===== config.mk =====
export PLATFORM = sky130hd
export DESIGN_NAME = pixel_stream_source_flat
export DESIGN_NICKNAME = d
export VERILOG_FILES = /design/src/rtl/pixel_stream_source_if.sv /design/src/rtl/pixel_stream_source.sv /design/src/flat_wrapper.sv
export SDC_FILE = /design/constraint.sdc
export NUM_CORES = 1
export LEC_CHECK = 0
export ABC_CLOCK_PERIOD_IN_PS = 2009
export BUFFER_PORTS_ARGS = -buffer_cell sky130_fd_sc_hd__buf_4
export CORE_MARGIN = 4
export CORE_UTILIZATION = 40
export CTS_CLUSTER_SIZE = 10
export DETAILED_ROUTE_END_ITERATION = 8
export GPL_ROUTABILITY_DRIVEN = 0
export SYNTH_ARGS = -nofsm -noshare
export SYNTH_HDL_FRONTEND = slang
export SYNTH_SLANG_ARGS = --single-unit

===== constraint.sdc =====
create_clock -name clk -period 2.01 [get_ports clk]
set_clock_uncertainty 0.1 [all_clocks]
set_input_delay 0.603 -clock clk [delete_from_list [all_inputs] [get_ports clk]]
set_output_delay 0.603 -clock clk [all_outputs]
set_load 0.02 [all_outputs]

===== src/rtl/pixel_stream_source_if.sv =====
// Pixel stream bundle: control requests into the source and the valid-qualified raster stream out.
// The stream carries no backpressure: a pixel is transferred in every cycle where dataout_valid is high, and the consumer must accept it.
interface pixel_stream_source_if #(
   parameter int DATA_WIDTH = 8
);
   logic                  start;
   logic                  stop;
   logic                  loop;
   logic [1:0]            pattern;
   logic [DATA_WIDTH-1:0] const_value;
   logic [DATA_WIDTH-1:0] data_out;
   logic                  dataout_valid;
   logic                  line_start;
   logic                  line_end;
   logic                  frame_end;
   logic                  busy;

   modport master (
      input  start, stop, loop, pattern, const_value,
      output data_out, dataout_valid, line_start, line_end, frame_end, busy
   );

   modport slave (
      output start, stop, loop, pattern, const_value,
      input  data_out, dataout_valid, line_start, line_end, frame_end, busy
   );
endinterface


===== src/rtl/pixel_stream_source.sv =====
// Raster test-pattern source emitting IMAGE_WIDTH x IMAGE_HEIGHT frames with optional line blanking.
// Define PIXEL_SRC_LFSR_EN to build the LFSR pattern; without it pattern 2 outputs const_value.
module pixel_stream_source #(
   parameter int DATA_WIDTH   = 8,
   parameter int IMAGE_WIDTH  = 128,
   parameter int IMAGE_HEIGHT = 6,
   parameter int HBLANK       = 0,
   parameter int CNT_WIDTH    = 16
) (
   input  logic                 clk,
   input  logic                 rst,
   pixel_stream_source_if.master bus,
   output logic [1:0]           state_dbg
);
   typedef enum logic [1:0] {IDLE = 2'd0, ACTIVE = 2'd1, BLANK = 2'd2} state_t;

   localparam logic [CNT_WIDTH-1:0] LAST_COL   = CNT_WIDTH'(IMAGE_WIDTH - 1);
   localparam logic [CNT_WIDTH-1:0] LAST_ROW   = CNT_WIDTH'(IMAGE_HEIGHT - 1);
   localparam logic [CNT_WIDTH-1:0] BLANK_LAST = CNT_WIDTH'((HBLANK > 0) ? HBLANK - 1 : 0);
   localparam logic [15:0]          LFSR_SEED  = 16'hACE1;

   state_t                state, state_nxt;
   logic [CNT_WIDTH-1:0]  col, col_nxt, row, row_nxt, blank_cnt, blank_nxt;
   logic [CNT_WIDTH-1:0]  col_p1, row_p1;
   logic [1:0]            pat, pat_nxt;
   logic [DATA_WIDTH-1:0] cval, cval_nxt, pixel;
   logic                  stop_pend, stop_pend_nxt, frame_done, frame_done_nxt;
   logic [DATA_WIDTH-1:0] data_nxt;
   logic                  valid_nxt, ls_nxt, le_nxt, fe_nxt;
   logic                  last_col, last_row, stop_req;
`ifdef PIXEL_SRC_LFSR_EN
   logic [15:0]           lfsr, lfsr_nxt;
`endif

   assign state_dbg = state;
   assign col_p1    = col + CNT_WIDTH'(1);
   assign row_p1    = row + CNT_WIDTH'(1);
   assign last_col  = (col == LAST_COL);
   assign last_row  = (row == LAST_ROW);
   assign stop_req  = stop_pend | bus.stop;

   always_comb begin
      case (pat)
         2'd0:    pixel = col_p1[DATA_WIDTH-1:0];
         2'd1:    pixel = row_p1[DATA_WIDTH-1:0];
`ifdef PIXEL_SRC_LFSR_EN
         2'd2:    pixel = lfsr[DATA_WIDTH-1:0];
`endif
         default: pixel = cval;
      endcase
   end

   always_comb begin
      state_nxt      = state;
      col_nxt        = col;
      row_nxt        = row;
      blank_nxt      = blank_cnt;
      pat_nxt        = pat;
      cval_nxt       = cval;
      stop_pend_nxt  = stop_pend;
      frame_done_nxt = frame_done;
      valid_nxt      = 1'b0;
      data_nxt       = '0;
      ls_nxt         = 1'b0;
      le_nxt         = 1'b0;
      fe_nxt         = 1'b0;
`ifdef PIXEL_SRC_LFSR_EN
      lfsr_nxt       = lfsr;
`endif
      case (state)
         IDLE: begin
            if (bus.start) begin
               state_nxt      = ACTIVE;
               col_nxt        = '0;
               row_nxt        = '0;
               blank_nxt      = '0;
               pat_nxt        = bus.pattern;
               cval_nxt       = bus.const_value;
               stop_pend_nxt  = bus.stop;
               frame_done_nxt = 1'b0;
`ifdef PIXEL_SRC_LFSR_EN
               lfsr_nxt       = LFSR_SEED;
`endif
            end
         end
         ACTIVE: begin
            valid_nxt = 1'b1;
            data_nxt  = pixel;
            ls_nxt    = (col == '0);
            le_nxt    = last_col;
            fe_nxt    = last_col & last_row;
`ifdef PIXEL_SRC_LFSR_EN
            lfsr_nxt  = {lfsr[0] ^ lfsr[2] ^ lfsr[3] ^ lfsr[5], lfsr[15:1]};
`endif
            if (bus.stop) stop_pend_nxt = 1'b1;
            if (!last_col) begin
               col_nxt = col_p1;
            end else begin
               col_nxt = '0;
               row_nxt = last_row ? '0 : row_p1;
               // A pending stop ends at this line boundary and skips blanking.
               if (stop_req) begin
                  state_nxt     = IDLE;
                  stop_pend_nxt = 1'b0;
               end else if (last_row && !bus.loop) begin
                  state_nxt      = (HBLANK > 0) ? BLANK : IDLE;
                  frame_done_nxt = (HBLANK > 0);
               end else if (HBLANK > 0) begin
                  state_nxt = BLANK;
               end
            end
         end
         BLANK: begin
            if (bus.stop && !frame_done) stop_pend_nxt = 1'b1;
            if (blank_cnt == BLANK_LAST) begin
               blank_nxt      = '0;
               frame_done_nxt = 1'b0;
               if (frame_done) begin
                  state_nxt     = IDLE;
                  stop_pend_nxt = 1'b0;
               end else begin
                  state_nxt = ACTIVE;
               end
            end else begin
               blank_nxt = blank_cnt + CNT_WIDTH'(1);
            end
         end
         default: state_nxt = IDLE;
      endcase
   end

   always_ff @(posedge clk) begin
      if (rst) begin
         state             <= IDLE;
         col               <= '0;
         row               <= '0;
         blank_cnt         <= '0;
         pat               <= '0;
         cval              <= '0;
         stop_pend         <= 1'b0;
         frame_done        <= 1'b0;
         bus.data_out      <= '0;
         bus.dataout_valid <= 1'b0;
         bus.line_start    <= 1'b0;
         bus.line_end      <= 1'b0;
         bus.frame_end     <= 1'b0;
         bus.busy          <= 1'b0;
`ifdef PIXEL_SRC_LFSR_EN
         lfsr              <= LFSR_SEED;
`endif
      end else begin
         state             <= state_nxt;
         col               <= col_nxt;
         row               <= row_nxt;
         blank_cnt         <= blank_nxt;
         pat               <= pat_nxt;
         cval              <= cval_nxt;
         stop_pend         <= stop_pend_nxt;
         frame_done        <= frame_done_nxt;
         bus.data_out      <= data_nxt;
         bus.dataout_valid <= valid_nxt;
         bus.line_start    <= ls_nxt;
         bus.line_end      <= le_nxt;
         bus.frame_end     <= fe_nxt;
         bus.busy          <= (state != IDLE);
`ifdef PIXEL_SRC_LFSR_EN
         lfsr              <= lfsr_nxt;
`endif
      end
   end
endmodule


===== src/flat_wrapper.sv =====
// flat-port wrapper written by rule: the top's interface ports become plain ports
module pixel_stream_source_flat 
#(
   parameter int DATA_WIDTH   = 8,
   parameter int IMAGE_WIDTH  = 128,
   parameter int IMAGE_HEIGHT = 6,
   parameter int HBLANK       = 0,
   parameter int CNT_WIDTH    = 16
)
  (clk, rst, state_dbg, bus_start, bus_stop, bus_loop, bus_pattern, bus_const_value, bus_data_out, bus_dataout_valid, bus_line_start, bus_line_end, bus_frame_end, bus_busy);
  pixel_stream_source_if #(.DATA_WIDTH(DATA_WIDTH)) bus_i ();
  input  logic clk;
  input  logic rst;
  output logic [1:0] state_dbg;
  input wire logic [$bits(bus_i.start)-1:0] bus_start;
  input wire logic [$bits(bus_i.stop)-1:0] bus_stop;
  input wire logic [$bits(bus_i.loop)-1:0] bus_loop;
  input wire logic [$bits(bus_i.pattern)-1:0] bus_pattern;
  input wire logic [$bits(bus_i.const_value)-1:0] bus_const_value;
  output wire logic [$bits(bus_i.data_out)-1:0] bus_data_out;
  output wire logic [$bits(bus_i.dataout_valid)-1:0] bus_dataout_valid;
  output wire logic [$bits(bus_i.line_start)-1:0] bus_line_start;
  output wire logic [$bits(bus_i.line_end)-1:0] bus_line_end;
  output wire logic [$bits(bus_i.frame_end)-1:0] bus_frame_end;
  output wire logic [$bits(bus_i.busy)-1:0] bus_busy;
  assign bus_i.start = bus_start;
  assign bus_i.stop = bus_stop;
  assign bus_i.loop = bus_loop;
  assign bus_i.pattern = bus_pattern;
  assign bus_i.const_value = bus_const_value;
  assign bus_data_out = bus_i.data_out;
  assign bus_dataout_valid = bus_i.dataout_valid;
  assign bus_line_start = bus_i.line_start;
  assign bus_line_end = bus_i.line_end;
  assign bus_frame_end = bus_i.frame_end;
  assign bus_busy = bus_i.busy;
  pixel_stream_source #(.DATA_WIDTH(DATA_WIDTH), .IMAGE_WIDTH(IMAGE_WIDTH), .IMAGE_HEIGHT(IMAGE_HEIGHT), .HBLANK(HBLANK), .CNT_WIDTH(CNT_WIDTH)) u_core (.clk(clk), .rst(rst), .bus(bus_i), .state_dbg(state_dbg));
endmodule

==> results of run 1 <==
placed cells by master (no fill, tap or decap), types with 3 or more instances in the layout:
cell	count
dfxtp_1	52
a21oi_1	38
and3_1	7
o211ai_1	3
clkbuf_8	5
xor2_1	4
nor3_1	11
nand2_1	38
nand2b_1	5
nor4_1	3
nor2_1	26
ha_1	3
dfxtp_2	4
o41ai_1	3
a41oi_1	3
xnor2_1	8
buf_4	65
a211oi_1	6
o21ai_0	14
nand3_1	18
inv_1	10
a311oi_1	9
or4_1	4
or3_1	8
nand4_1	6
o31ai_1	3
worst min-delay path, stage by stage (launching register included):
cell and delay [ns]:
dfxtp_1 0.33, nand2_1 0.05, a21oi_1 0.05
state kept, by name (all words and copies together) (netlist names):
name and cells:
u_core.bus.busy 1, u_core.bus.data_out 8, u_core.bus.frame_end 1, u_core.bus.line_end 1
u_core.bus.line_start 1, u_core.col 16, u_core.cval 8, u_core.pat 2
u_core.row 16, u_core.state_dbg 1, u_core.stop_pend 1
cell families after synthesis:
family	Yosys count	share of synthesized area, %
AND/OR/NAND/NOR	144	26.5
buffers and inverters	38	6.39
flip-flops	56	39.7
other	1	0.133
XOR/XNOR	12	3.73
adder cells (fa/ha/maj)	4	1.77
AO/OA/AOI/OAI	92	21.1
multiplexers	2	0.710
metrics by stage:
step	hold slack, ns	utilization, %	std cells	worst slack (ns)
after detailed placement	0.350	48.2	480	0.0236
after CTS	0.366	49.6	488	0.0477
after global placement	0.344	48.2	480	0.0517
after floorplan	0.332	-	349	0.0127
after global routing	0.384	50.6	492	0.00916
final	0.365	50.6	492	0.0629
timing repair:
| action | in CTS | in global routing |
|---|---|---|
| pin swaps | 0 | 2 |
| cloned | 0 | 1 |
| setup buffers | 0 | 3 |
| resized for setup | 1 | 11 |
| setup endpoints to repair | 1 | 21 |
| hold buffers | 0 | 0 |
synth_stat cells, types with 4 or more instances:
master | number | area, µm²
a211oi_1 | 6 | 45.0
a21oi_1 | 39 | 195
a311oi_1 | 9 | 78.8
and3_1 | 8 | 50.1
buf_2 | 6 | 30.0
buf_4 | 4 | 30.0
clkbuf_1 | 16 | 60.1
dfxtp_1 | 56 | 1120
ha_1 | 4 | 50.1
inv_1 | 10 | 37.5
nand2_1 | 38 | 143
nand2b_1 | 5 | 31.3
nand3_1 | 19 | 95.1
nand4_1 | 6 | 37.5
nor2_1 | 27 | 101
nor3_1 | 11 | 55.1
o21ai_0 | 14 | 70.1
or3_1 | 8 | 50.1
or4_1 | 4 | 30.0
xnor2_1 | 8 | 70.1
xor2_1 | 4 | 35.0
worst min path at each step:
stage | from | endpoint | slack [ns] | cells past startpoint
3_5_place_dp | u_core.cval[6] | u_core.cval[6] | 0.35 | 2
5_1_grt | u_core.cval[5] | u_core.bus.data_out[5] | 0.38 | 2
2_1_floorplan | u_core.cval[0] | u_core.bus.data_out[0] | 0.33 | 2
4_1_cts | u_core.cval[6] | u_core.cval[6] | 0.37 | 2
6_report | u_core.cval[6] | u_core.cval[6] | 0.36 | 2
3_3_place_gp | u_core.cval[1] | u_core.cval[1] | 0.34 | 2
where the power goes:
part	total (mW)	switching [mW]	internal, mW
Combinational	0.247	0.139	0.108
Sequential	1.16	0.0271	1.14
Clock	0.659	0.402	0.257
Total	2.07	0.568	1.50
final cells by class:
| cell class | count | share of cell area [%] |
|---|---|---|
| clock buffer | 5 | 1.99 |
| clock inverter | 3 | 0.796 |
| inverter | 10 | 1.09 |
| multi-input combinational | 256 | 45.4 |
| sequential | 56 | 32.6 |
| tap | 96 | 3.47 |
| timing repair buffer | 66 | 14.7 |
layer usage:
metal  share of wire (%)  wire, µm  vias up  GRT usage (%)
met3                 5.3       370        6           3.12
met4                0.75        53        0           5.20
met2                  46      3210       64           26.0
met5                   0         0        -              0
met1                  48      3400     1220           23.2
li1                    -         -     1352              -
==> summary.txt, run 1 <==
Status -> finished, final reports clean
Placed instance area -> 0.00329 mm²
Largest net degree at the start of global routing -> 24
Layout fillers -> 697
Final #Nets -> 414
Fmax -> 514 MHz
Final hold viol count -> 0
Reg2Reg Depth -> 6
Final slew viol count -> 0
Seq/Total Area, Yosys -> 39.7%
Setup TNS -> 0 ns
Antenna viol nets, final -> 0
Fin area -> 0.00346 mm²
Slowest-stage cell, CP -> o41ai_1
Crit end category -> register
Max VDD drop -> 0.287 mV
CP Cell Sequence -> nor4_4 > and3_4 > a31oi_4 > buf_4 > o41ai_1 > a21oi_1
Share of layout cells above drive strength 1 -> 23.5%
Grt ovf -> 0
Critical Path Start -> u_core.col[9]
RSZ-0062 raised after global routing -> no
Crit start category -> register
Reg-to-reg endpoint -> u_core.row[10]
Crit path DAT -> 2.05 ns
Post-synth EDFFs -> 0
Worst Path Required -> 2.11 ns
Synthesis-stage register bit count -> 56
Critical path depth -> 6
Starting density of the core -> 41.3%
Gr usage total -> 16.7%
Clock buffer count from CTS -> 5
Delay-heaviest family, CP -> compound AO/OA/AOI/OAI gates
Footprint of the multi-input gates -> 0.00157 mm²
Final setup fails -> 0
Critical path type -> reg2reg
Final min period -> 1.95 ns
FF/Latch Area -> 0.00113 mm²
Chip width -> 92.0 µm
Clock sinks -> 56
Crit path to -> u_core.row[10]
Post-Syn Area -> 0.00282 mm²
Post-synth cell types -> 49
Top-Level Pins -> 30
Vias/cell -> 5.37
First-pass GRT wire length -> 11.6 mm
Vias in the first global route -> 2340
Async SR Flop Fraction -> 0%
CORE AREA -> 0.00683 mm²
Slowest stage delay, CP -> 0.36 ns
FP Rows -> 30
TritonRoute pass-1 iters -> 5
Total power -> 2.07 mW
Hold Crit Class -> reg2reg
Max H-tree Level -> 2
Post-route DRC violation count -> 0
Die Y -> 92.0 µm
Reg2Reg Setup Slack -> 0.06 ns
CTS tree -> done
Worst reg2reg startpoint -> u_core.col[9]
Critical path peak fanout -> 10
First DRT Iteration DRCs -> 158
Layout area overhead -> 22.6%
DP Wirelength -> 4.96 mm
Number of max-cap violations -> 0
CTS root buf -> clkbuf_8
Avg Synthesized Cell Area -> 8.08 µm²
Clock Latency Late Sink -> 0.32 ns
Synth Net Count -> 368
Synth Flop Type -> dfxtp_1
Syn. warnings -> 0
IO Port Bufs -> 28
LEAKAGE -> 1.26 nW
Diodes inserted -> 0
CTS clk-pin slew, worst paths -> 0.11 ns
Initial antenna violation count -> 0
PD cells -> 599 mW/mm²
Final period utilization -> 96.9%
CTS max path bufs -> 2
Drt total wl -> 7.04 mm
Full die area -> 0.00846 mm²
Routed vias -> 2642
Buf/Inv on CP -> 1
Wire per inst -> 14.3 µm
Synthesized instance count -> 349
Power figures use the tool's default switching activity.
==> run 2, diff against run 1 <==
--- a/config.mk
+++ b/config.mk
@@ -6,7 +6,7 @@
 export NUM_CORES = 1
 export LEC_CHECK = 0
 export ABC_CLOCK_PERIOD_IN_PS = 2009
-export BUFFER_PORTS_ARGS = -buffer_cell sky130_fd_sc_hd__buf_4
+export BUFFER_PORTS_ARGS = -buffer_cell sky130_fd_sc_hd__buf_2
 export CORE_MARGIN = 4
 export CORE_UTILIZATION = 40
 export CTS_CLUSTER_SIZE = 10
==> run 2 against run 1 <==
Compared with the run above:
- final cell count decreased by 0.61%
- combinational power is 7% lower
- sequential power is essentially flat
- wire length down 3.0%
- critical path depth decreased by 1
- non-clock buffer count shrank 2
- power down 1.0%
- critical endpoint is now u_core.row[9]
==> summary.txt, run 2 (synthesis gave the netlist of run 1 again) <==
Placed instance area -> 0.00324 mm² (-1.5%)
First DRT Iteration DRCs -> 131 (-17%)
Largest net degree at the start of global routing -> 23 (-4.2%)
Final setup fails -> 0 (unchanged)
Final hold viol count -> 0 (unchanged)
Chip width -> 92.0 µm (unchanged)
Clock sinks -> 56 (unchanged)
Hold Path Depth -> 2 (unchanged)
Post-route DRC violation count -> 0 (unchanged)
CTS root buf -> clkbuf_8
Crit path DAT -> 2.06 ns (about the same)
Vias/cell -> 5.39 (+0.39%)
RSZ-0062 raised after global routing -> yes
Crit start category -> register
IO Port Bufs -> 28 (unchanged)
First-pass GRT wire length -> 11.1 mm (-4.5%)
Clock buffer count from CTS -> 5 (unchanged)
Critical path type -> reg2reg
Commonest non-fill, non-tap cell in the layout -> dfxtp_1
FP Rows -> 30 (unchanged)
Hold buffer count at CTS -> 0 (unchanged)
Max H-tree Level -> 2 (unchanged)
Top-Level Pins -> 30 (unchanged)
Layout area overhead -> 20.0%
Layout fillers -> 722 (+3.6%)
Post-CTS Resized -> 0 (-1)
CTS clk-pin slew, worst paths -> 0.10 ns (about the same)
Most frequent cells in the layout -> dfxtp_1, nand2_1, a21oi_1
Reg2Reg Depth -> 5 (-1)
Origin of the worst min-delay path -> u_core.cval[0]
Fmax -> 523 MHz (+1.7%)
TritonRoute pass-1 iters -> 4 (-1)
CTS max path bufs -> 2 (unchanged)
Fin area -> 0.00338 mm² (-2.1%)
Wire per inst -> 14.0 µm (-2.4%)
CORE AREA -> 0.00683 mm² (unchanged)
Slowest-stage cell, CP -> or4_4
Footprint of the multi-input gates -> 0.00157 mm² (-0.24%)
Drt total wl -> 6.83 mm (-3.0%)
Share of layout cells above drive strength 1 -> 23.2% (-0.33 points)
Number of max-cap violations -> 0 (unchanged)
Status -> finished, final reports clean
PD cells -> 605 mW/mm² (+1.1%)
Total power -> 2.05 mW (-1.0%)
FF/Latch Area -> 0.00112 mm² (-0.11%)
Reg-to-reg endpoint -> u_core.row[9]
Post-CTS setup buffers -> 0 (unchanged)
Slowest stage delay, CP -> 0.55 ns (+0.19 ns)
Gr usage total -> 16.0% (-0.65 points)
Initial antenna violation count -> 0 (unchanged)
Hold Crit Class -> reg2reg
Grt ovf -> 0 (unchanged)
Reg2Reg Setup Slack -> 0.1 ns (+0.03 ns)
Routed vias -> 2636 (-0.23%)
DP Wirelength -> 5.01 mm (+0.88%)
Vias in the first global route -> 2379 (+1.7%)
Die Y -> 92.0 µm (unchanged)
CTS tree -> done
Max VDD drop -> 0.264 mV (-8.0%)
Full die area -> 0.00846 mm² (unchanged)
Hold slack -> 0.361 ns (-0.00372 ns)
Worst Hold End -> u_core.bus.data_out[0]
Antenna viol nets, final -> 0 (unchanged)
Final period utilization -> 95.2% (-1.7 points)
Final #Nets -> 411 (-0.72%)
Largest regs -> u_core.col (16), u_core.row (16)
Critical path peak fanout -> 11 (+1)
CP Cell Sequence -> nor4_4 > and3_4 > a31oi_4 > or4_4 > a21oi_2
Final min period -> 1.91 ns (-0.0334 ns)
Final slew viol count -> 0 (unchanged)
Diodes inserted -> 0 (unchanged)
Clock Latency Late Sink -> 0.31 ns (about the same)
Worst Path Required -> 2.16 ns (+0.05 ns)
Worst reg2reg startpoint -> u_core.col[9]
Starting density of the core -> 41.3% (unchanged)
LEAKAGE -> 1.26 nW (-0.41%)
Crit end category -> register
-- run 2: how the worst max path moves through the flow --
stage          cells past startpoint          start        endpoint  slack [ns]
2_1_floorplan                      7  u_core.col[1]  u_core.row[11]        0.01
3_3_place_gp                       5  u_core.row[0]  u_core.row[13]        0.01
3_5_place_dp                       6      bus_start  u_core.row[10]        0.03
4_1_cts                            5  u_core.row[0]  u_core.row[13]        0.01
5_1_grt                            7  u_core.col[0]  u_core.col[10]      -0.004
6_report                           5  u_core.col[9]   u_core.row[9]         0.1
-- run 2: final cells by class --
class / instances / area share, %
sequential: 56 / 33.2
timing repair buffer: 64 / 13.0
tap: 96 / 3.55
inverter: 10 / 1.11
clock buffer: 6 / 2.44
clock inverter: 2 / 0.407
multi-input combinational: 255 / 46.3
-- run 2: report_power, final --
part / total [mW] / switching, mW / internal, mW
logic: 0.229 / 0.137 / 0.0923
clock network: 0.657 / 0.374 / 0.283
registers: 1.16 / 0.0263 / 1.14
total: 2.05 / 0.537 / 1.51
-- run 2: critical path: cells and delay by family (launching register included) --
kind | cells | cell delay [ns]
simple gates | 3 | 1.10
flops | 1 | 0.35
compound gates | 2 | 0.30
-- run 2: layer usage --
layer	track usage, %	vias to the layer above	share of wire (%)
li1	-	1341	-
met1	22.2	1236	50
met2	26.0	52	45
met3	2.30	7	3.9
met4	4.46	0	1.0
met5	0	-	0
-- run 2: through the flow --
step / cells / worst slack, ns / util (%) / TNS [ns]
floorplan: 349 / 0.0127 / - / 0
global placement: 481 / 0.0133 / 47.5 / 0
detailed placement: 481 / 0.0320 / 47.5 / 0
CTS: 489 / 0.0119 / 48.9 / 0
global route: 489 / -0.00359 / 49.5 / -0.00518
finish: 489 / 0.0963 / 49.5 / 0
